`src/rtl/imem_loader_pkg.sv`:
```
// imem_loader_pkg
//   Shared definitions for the boot-time instruction memory loader:
//   loader FSM state encoding and byte/word geometry constants.
package imem_loader_pkg;

   localparam int BYTE_W         = 8;
   localparam int WORD_W         = 32;
   localparam int BYTES_PER_WORD = 4;

   typedef enum logic [2:0] {
      IDLE   = 3'd0,
      HDR_LO = 3'd1,
      HDR_HI = 3'd2,
      DATA   = 3'd3,
      CHK    = 3'd4,
      DONE   = 3'd5
   } state_t;

endpackage

```
`src/rtl/imem_word_packer.sv`:
```
// imem_word_packer
//   Packs a little-endian byte stream into 32-bit words.
//   Ports:
//     clk, reset   clock, asynchronous active-high reset
//     clear        synchronous clear of byte index and partial word
//     byte_valid   byte_data is consumed this cycle
//     byte_data    incoming byte
//     word         assembled word (valid together with word_done)
//     word_done    high in the cycle the 4th byte of a word is consumed
module imem_word_packer
   import imem_loader_pkg::*;
(
   input  logic              clk,
   input  logic              reset,
   input  logic              clear,
   input  logic              byte_valid,
   input  logic [BYTE_W-1:0] byte_data,
   output logic [WORD_W-1:0] word,
   output logic              word_done
);

   logic [1:0]               byte_idx_reg;
   // Only the first three bytes need storage; the 4th is taken straight from
   // the input so the word is available in the same cycle it completes.
   logic [WORD_W-BYTE_W-1:0] shift_reg;

   assign word      = {byte_data, shift_reg};
   assign word_done = byte_valid && (byte_idx_reg == 2'(BYTES_PER_WORD - 1));

   always_ff @(posedge clk or posedge reset) begin
      if (reset) begin
         byte_idx_reg <= '0;
         shift_reg    <= '0;
      end else if (clear) begin
         byte_idx_reg <= '0;
         shift_reg    <= '0;
      end else if (byte_valid) begin
         byte_idx_reg <= byte_idx_reg + 2'd1;
         // Newest byte enters at the top, so byte 0 ends up in bits 7:0.
         shift_reg    <= {byte_data, shift_reg[WORD_W-BYTE_W-1:BYTE_W]};
      end
   end

endmodule

```
`src/rtl/imem_loader.sv`:
```
// imem_loader
//   Boot-time loader: parses a 16-bit word count header, packs data bytes
//   into words written to instruction memory, verifies an XOR checksum and
//   releases the CPU from reset only after a clean load.
//   Ports:
//     clk, reset          clock, asynchronous active-high reset
//     start               pulse; begins a load from IDLE or DONE
//     rx_data/valid/ready byte stream input handshake
//     im_we/addr/wdata    instruction memory write port
//     cpu_reset           CPU reset hold, low only after a good load
//     busy, done, err     load status
module imem_loader
   import imem_loader_pkg::*;
#(
   parameter int ADDR_W = 14,
   parameter int DEPTH  = 1 << ADDR_W
)(
   input  logic              clk,
   input  logic              reset,
   input  logic              start,
   input  logic [7:0]        rx_data,
   input  logic              rx_valid,
   output logic              rx_ready,
   output logic              im_we,
   output logic [ADDR_W-1:0] im_addr,
   output logic [31:0]       im_wdata,
   output logic              cpu_reset,
   output logic              busy,
   output logic              done,
   output logic              err
);

   localparam logic [16:0] DEPTH_L = 17'(DEPTH);

   state_t      state;
   logic [14:0] word_idx;
   logic [15:0] n_reg;
   logic [7:0]  xor_reg;

   logic        accept;
   logic [15:0] header_n;
   logic        last_word;
   logic        pk_valid;
   logic        pk_clear;
   logic [31:0] pk_word;
   logic        pk_done;

   always_comb begin
      rx_ready = 1'b0;
      case (state)
         HDR_LO, HDR_HI, DATA, CHK: rx_ready = 1'b1;
         default:                   rx_ready = 1'b0;
      endcase
   end

   assign accept    = rx_valid && rx_ready;
   assign header_n  = {rx_data, n_reg[7:0]};
   assign last_word = (({1'b0, word_idx}) + 16'd1) == n_reg;
   assign pk_valid  = accept && (state == DATA);
   // Holding the packer cleared outside DATA guarantees each load starts
   // on a word boundary.
   assign pk_clear  = (state != DATA);

   imem_word_packer u_packer (
      .clk        (clk),
      .reset      (reset),
      .clear      (pk_clear),
      .byte_valid (pk_valid),
      .byte_data  (rx_data),
      .word       (pk_word),
      .word_done  (pk_done)
   );

   always_ff @(posedge clk or posedge reset) begin
      if (reset) begin
         state     <= IDLE;
         word_idx  <= '0;
         n_reg     <= '0;
         xor_reg   <= '0;
         im_we     <= 1'b0;
         im_addr   <= '0;
         im_wdata  <= '0;
         cpu_reset <= 1'b1;
         busy      <= 1'b0;
         done      <= 1'b0;
         err       <= 1'b0;
      end else begin
         im_we <= 1'b0;
         case (state)
            IDLE: begin
               if (start) begin
                  state <= HDR_LO;
                  busy  <= 1'b1;
               end
            end
            HDR_LO: begin
               if (accept) begin
                  n_reg[7:0] <= rx_data;
                  state      <= HDR_HI;
               end
            end
            HDR_HI: begin
               if (accept) begin
                  n_reg[15:8] <= rx_data;
                  word_idx    <= '0;
                  xor_reg     <= '0;
                  if ({1'b0, header_n} > DEPTH_L) begin
                     // Oversized image: reject without consuming anything more.
                     state <= DONE;
                     busy  <= 1'b0;
                     done  <= 1'b1;
                     err   <= 1'b1;
                  end else if (header_n == 16'd0) begin
                     state <= CHK;
                  end else begin
                     state <= DATA;
                  end
               end
            end
            DATA: begin
               if (accept) begin
                  xor_reg <= xor_reg ^ rx_data;
                  if (pk_done) begin
                     im_we    <= 1'b1;
                     im_addr  <= word_idx[ADDR_W-1:0];
                     im_wdata <= pk_word;
                     word_idx <= word_idx + 15'd1;
                     if (last_word) begin
                        state <= CHK;
                     end
                  end
               end
            end
            CHK: begin
               if (accept) begin
                  state     <= DONE;
                  busy      <= 1'b0;
                  done      <= 1'b1;
                  err       <= (rx_data != xor_reg);
                  cpu_reset <= (rx_data != xor_reg);
               end
            end
            DONE: begin
               if (start) begin
                  state     <= HDR_LO;
                  busy      <= 1'b1;
                  done      <= 1'b0;
                  err       <= 1'b0;
                  cpu_reset <= 1'b1;
               end
            end
            default: state <= IDLE;
         endcase
      end
   end

endmodule

```
`config.mk`:
```
export PLATFORM = sky130hd
export DESIGN_NAME = imem_loader
export DESIGN_NICKNAME = d
export VERILOG_FILES = /design/src/rtl/imem_loader_pkg.sv /design/src/rtl/imem_word_packer.sv /design/src/rtl/imem_loader.sv
export SDC_FILE = /design/constraint.sdc
export NUM_CORES = 1
export LEC_CHECK = 0
export CAP_MARGIN = 20
export CELL_PAD_IN_SITES_DETAIL_PLACEMENT = 1
export CELL_PAD_IN_SITES_GLOBAL_PLACEMENT = 1
export CORE_MARGIN = 1
export CORE_UTILIZATION = 30
export DETAILED_ROUTE_END_ITERATION = 8
export PLACE_DENSITY = 0.66
export SYNTH_ARGS = -nofsm -noshare
export SYNTH_HDL_FRONTEND = slang
export SYNTH_SLANG_ARGS = --single-unit
```
`constraint.sdc`:
```
create_clock -name clk -period 7.1 [get_ports clk]
set_clock_uncertainty 0.15 [all_clocks]
set_input_delay 1.42 -clock clk [delete_from_list [all_inputs] [get_ports clk]]
set_output_delay 1.42 -clock clk [all_outputs]
set_load 0.005 [all_outputs]
```
Word level (Yosys, flattened, before mapping)
Index checks and enable logic that the tools add are counted.
Operators by class
  add/sub/neg operators: 3
  divide/modulo/power cells: 0
  reduce and logical (&&, ||, !) cells: 21
  shift-type cells: 0
  magnitude comparators: 1
  bitwise operators: 1
  multipliers: 0
  mux-type cells: 38
  equal/unequal tests: 18
Operators by type and width (count)
  2-to-1 mux 24 bit: 2
  2-to-1 mux 15 bit: 3
  case mux 15 bit (2 select lines): 1
  2-to-1 mux 3 bit: 9
  adder 15 x 1 -> 16 bit, second input constant: 1
  equality test 16 bit: 1
  greater-than comparator 16 x 15 -> 1 bit, second input constant: 1
  zero test 16 bit: 1
  2-to-1 mux 8 bit: 2
  != test 2 bit, second input constant: 8
  case mux 8 bit (2 select lines): 1
  adder 15 x 1 -> 15 bit, second input constant: 1
  case mux 3 bit (5 select lines): 1
  2-to-1 mux 1 bit: 13
  AND reduction 5 bit: 2
  case mux 1 bit (3 select lines): 3
  AND reduction 3 bit: 3
  != test 8 bit: 1
  XOR 8 bit: 1
  AND reduction 7 bit: 1
  equality test 3 x 2 -> 1 bit, second input constant: 2
  equality test 3 bit, second input constant: 2
  nonzero test 2 bit: 3
  nonzero test 3 bit: 2
  13 further kinds: 17
Word-level totals
  RAM bits: 0
  bits of input ports: 12
  bits in registers: 119
  latch bits: 0
  ROM bits: 0
  memories kept: 0
  output and inout port bits: 52

Depth between registers and ports, before layout
  word-level depth: 9
  gate-level depth with buffers: 9
  depth with buffers taken out: 7

Hierarchy
From an unflattened synthesis, not the netlist that was laid out.
Unflattened totals
  cells, all modules: 613
  area, all modules: 5749.3 um^2
By module, submodules not included
  imem_loader: area each 4590.7 um^2, cells each 518, times used 1
  imem_word_packer: area each 1158.6 um^2, cells each 95, times used 1

Least setup slack after synthesis
OpenSTA, ideal clock, no wires.
  path type: in2reg
  start: input port rx_valid
  end: register word_idx[13]
  data arrival time: 2.742 ns
  required time: 6.816 ns
  slack: 4.074 ns
  buffers on the path: 2
  stages on the path: 7
  path through: clkbuf_1 nand2_1 nor2_2 nor2_1 buf_2 o21ai_0 o41ai_1
Between the ends
  cells in the longest elaborated chain, start to end: 5
Ends and longest elaborated chain
  from (decl): RTL line imem_loader.sv:22  | input logic rx_valid,
  logical AND 1 bit (*): RTL line imem_loader.sv:56  | assign accept = rx_valid && rx_ready;
  logical AND 1 bit: RTL line imem_loader.sv:59  | assign pk_valid = accept && (state == DATA);
  logical AND 1 bit: RTL line imem_word_packer.sv:28  | assign word_done = byte_valid && (byte_idx_reg == 2'(BYTES_PER_WORD - 1));
  != test 2 bit (no line)
  AND reduction 4 bit (no line) (*)
  to (signal assigned): RTL line imem_loader.sv:127  | word_idx <= word_idx + 15'd1;
  to (decl): RTL line imem_loader.sv:36  | logic [14:0] word_idx;
Mark *: on every way between the ends. The rest lies on a longest branch, timed or not.
A chain may end at the register's enable or synchronous reset.

Worst setup path after layout
  start: input port rx_valid
  end: register word_idx[3]
The elaborated chain is that of the path after synthesis.

==> metrics <==
GRT Util Overall=0.163; setup bufs post-CTS=0; commonest non-fill, non-tap cell in the layout=nand2_1; CTS tree=yes; Post-synth EDFFs=0; Routed Antenna Nets=0; Int Pwr=1.43 mW; Tot Pwr=just over 2 mW; top cell type's share of synthesized area=0.522; # port buffers=63; largest net degree at the start of global routing=slightly below 70; area fraction in compound gates after synthesis=0.0960; Psw=653 uW; max reg flops=32; HP Class=reg -> reg; Setup TNS=0 ns; antenna diode count=0; RSZ-0062 raised after global routing=false; first-pass GRT wire length=24700 um; most frequent cells in the layout=nand2_1, dfrtp_1, clkdlybuf4s50_1; cts repair resizes=0; nets=647; fin crit period=3.94 ns; Post-Synth Adder-Cell Area=0.00443; Root Buffer=clkbuf_16; CP max stage delay=0.72 ns; critical path, cell by cell=buf_2 -> nand2_1 -> nor2_2 -> nor2_1 -> o21ai_0 -> o31ai_1; area leader, netlist=dfrtp_1; Die Area=roughly 0.019 sq mm; status=complete, no violations; largest family of logic cells by synthesized area=simple AND/OR/NAND/NOR gates; Mean Syn Cell Area=9.67 sq um; worst slew pin tran=about 0.99 ns; simple-gate share of the synthesized area=0.232; Synth async-reset ratio=1.00; Final Hold Vio Count=0; clk sinks=between 100 and 150; htree depth=4; clk slew on worst S/H paths=~0.050 ns; dpl hpwl=around 9900 um; Sequential Power Share=0.428; Syn. warnings=0; fin cells=slightly below 900; Max-slew headroom=0.343; Cell variety after synth=52; CP Class=in -> reg; CTS Hold Bufs=0; max-slew violation count=0; Initial Util=0.311; max_cap viols=0; Seq/Total Area, Yosys=0.527; gpl congestion=about 0.84; WHS Path Cells=2; Critical Path Source Type=input pin; mapped cell area=0.00565 sq mm; fin util=0.382; number of DRC markers in iteration 0=between 150 and 200; clk_lat worst skew=about 0.42 ns; Via Count=between 4k and 5k; FF-to-FF path depth=6; storage element area=about 0.003 sq mm; dpl cells=~840; site row count=49; vias in the first global route=4730; largest cells by area after synthesis=dfrtp_1, nand2_1, mux2i_1; CP arrival=4.07 ns; Syn Inst Count=roughly 590; antenna violations before repair=0; Worst Setup End Kind=flip-flop; proportion of layout cells with a drive suffix above 1=0.0960; Die W=139 um; Routed WL per cell=between 15 and 20 um; DR DRC count=0; # setup viols final=0; Post-Synthesis Net Count=599; total CTS buffers=17; Area Growth Syn to Fin=22.9%; area of the multi-input gates=0.00248 sq mm; clock power share=0.370; Worst Path Required=7.23 ns; die height=roughly 140 um; P per Cell Area=roughly 300 mW/mm^2; fill count=about 2.0k; final WL=14600 um; Sw Share=0.314; prevailing post-synth register cell=dfrtp_1; Leak=3.18 nW; peak supply drop=about 190 uV; FMAX=253 MHz; Via density=roughly 5; Logic pwr share=0.202; Core Box Area=0.0182 sq mm; CP Max Fanout=36; CTS max path bufs=2; synthesized flop and latch total=119; GRT overflow=0; IO Count=64; Final Cycle Share=0.556; Initial DRT Pass Iterations=4; slowest CP cell=buf_2; post-synthesis mux area share=0.0759; area share of xor/xnor cells in the synthesized design=0.0294
-- logic make-up (layout without fill, tap and decap cells) --
| group | Yosys count | count (layout) |
|---|---|---|
| AO/OA/AOI/OAI | 83 | 83 |
| adder cells (fa/ha/maj) | 2 | 2 |
| flip-flops | 119 | 119 |
| AND/OR/NAND/NOR | 278 | 278 |
| multiplexers | 41 | 41 |
| XOR/XNOR | 19 | 19 |
| buffers and inverters | 43 | 104 |
-- Yosys cell counts, types with 4 or more instances --
library cell and number:
o21ai_0 40, mux2i_1 26, inv_1 5, a22o_1 9
o31ai_1 7, nor2b_1 7, nand2b_1 21, nor4_1 5
and2_1 5, nand3_1 11, mux2_2 15, nand2_1 159
nand4_1 4, xnor2_1 12, nor2_1 41, buf_2 8
a31oi_1 5, dfrtp_1 118, a21oi_1 7, buf_1 4
and3_1 4, and4_1 7, xor2_1 7, clkbuf_1 21
-- power by group through the flow --
| stage | logic [mW] | registers [mW] | clock network [mW] |
|---|---|---|---|
| floorplan | 0.341 | 0.846 | 0 |
| global placement | 0.398 | 0.894 | 0 |
| finish | 0.420 | 0.890 | 0.768 |
| CTS | 0.426 | 0.890 | 0.791 |
| detailed placement | 0.423 | 0.902 | 0 |
| global route | 0.465 | 0.907 | 0.826 |
-- worst max-delay path, delay by kind of cell --
kind	cells	cell delay (ns)
AO/OA/AOI/OAI	2	0.37
buffers and inverters	1	0.72
AND/OR/NAND/NOR	3	1.53
-- layout make-up --
| type | instances | share of cell area |
|---|---|---|
| Clock inverter | 15 | 0.0155 |
| Tap cell | 229 | 0.0412 |
| Inverter | 6 | 0.00360 |
| Timing Repair Buffer | 66 | 0.0933 |
| Multi-Input combinational cell | 423 | 0.357 |
| Clock buffer | 17 | 0.0612 |
| Sequential cell | 119 | 0.429 |
-- layer usage --
metal,GRT usage,share of wire,up-vias
met5,0,0,-
met3,0.0344,0.028,31
met2,0.268,0.49,83
li1,-,-,2085
met1,0.199,0.45,2182
met4,0.0912,0.030,0
-- path summary, 6_finish.rpt --
check / start / to / slack [ns]
max in group asynchronous: reset / im_wdata[30]$_DFFE_PP0P_ / 4.13
worst max-delay path: rx_valid / word_idx[3]$_DFFE_PP0P_ / 3.16
worst min-delay path: im_addr[2]$_DFFE_PP0P_ / im_addr[2]$_DFFE_PP0P_ / 0.32
worst min register to register: im_addr[2]$_DFFE_PP0P_ / im_addr[2]$_DFFE_PP0P_ / 0.32
min in group asynchronous: reset / im_wdata[12]$_DFFE_PP0P_ / 1.33
worst max register to register: state[1]$_DFFE_PP0P_ / word_idx[3]$_DFFE_PP0P_ / 4.07
-- metrics by stage --
stage,instance area [sq um],hold slack [ns],worst slack (ns)
2_1_floorplan,5650,0.288,2.37
3_3_place_gp,6420,0.310,2.88
4_1_cts,6950,0.328,3.11
6_report,6950,0.320,3.16
5_1_grt,6950,0.343,2.84
3_5_place_dp,6420,0.313,2.66
(Power assumes the default switching activity.)
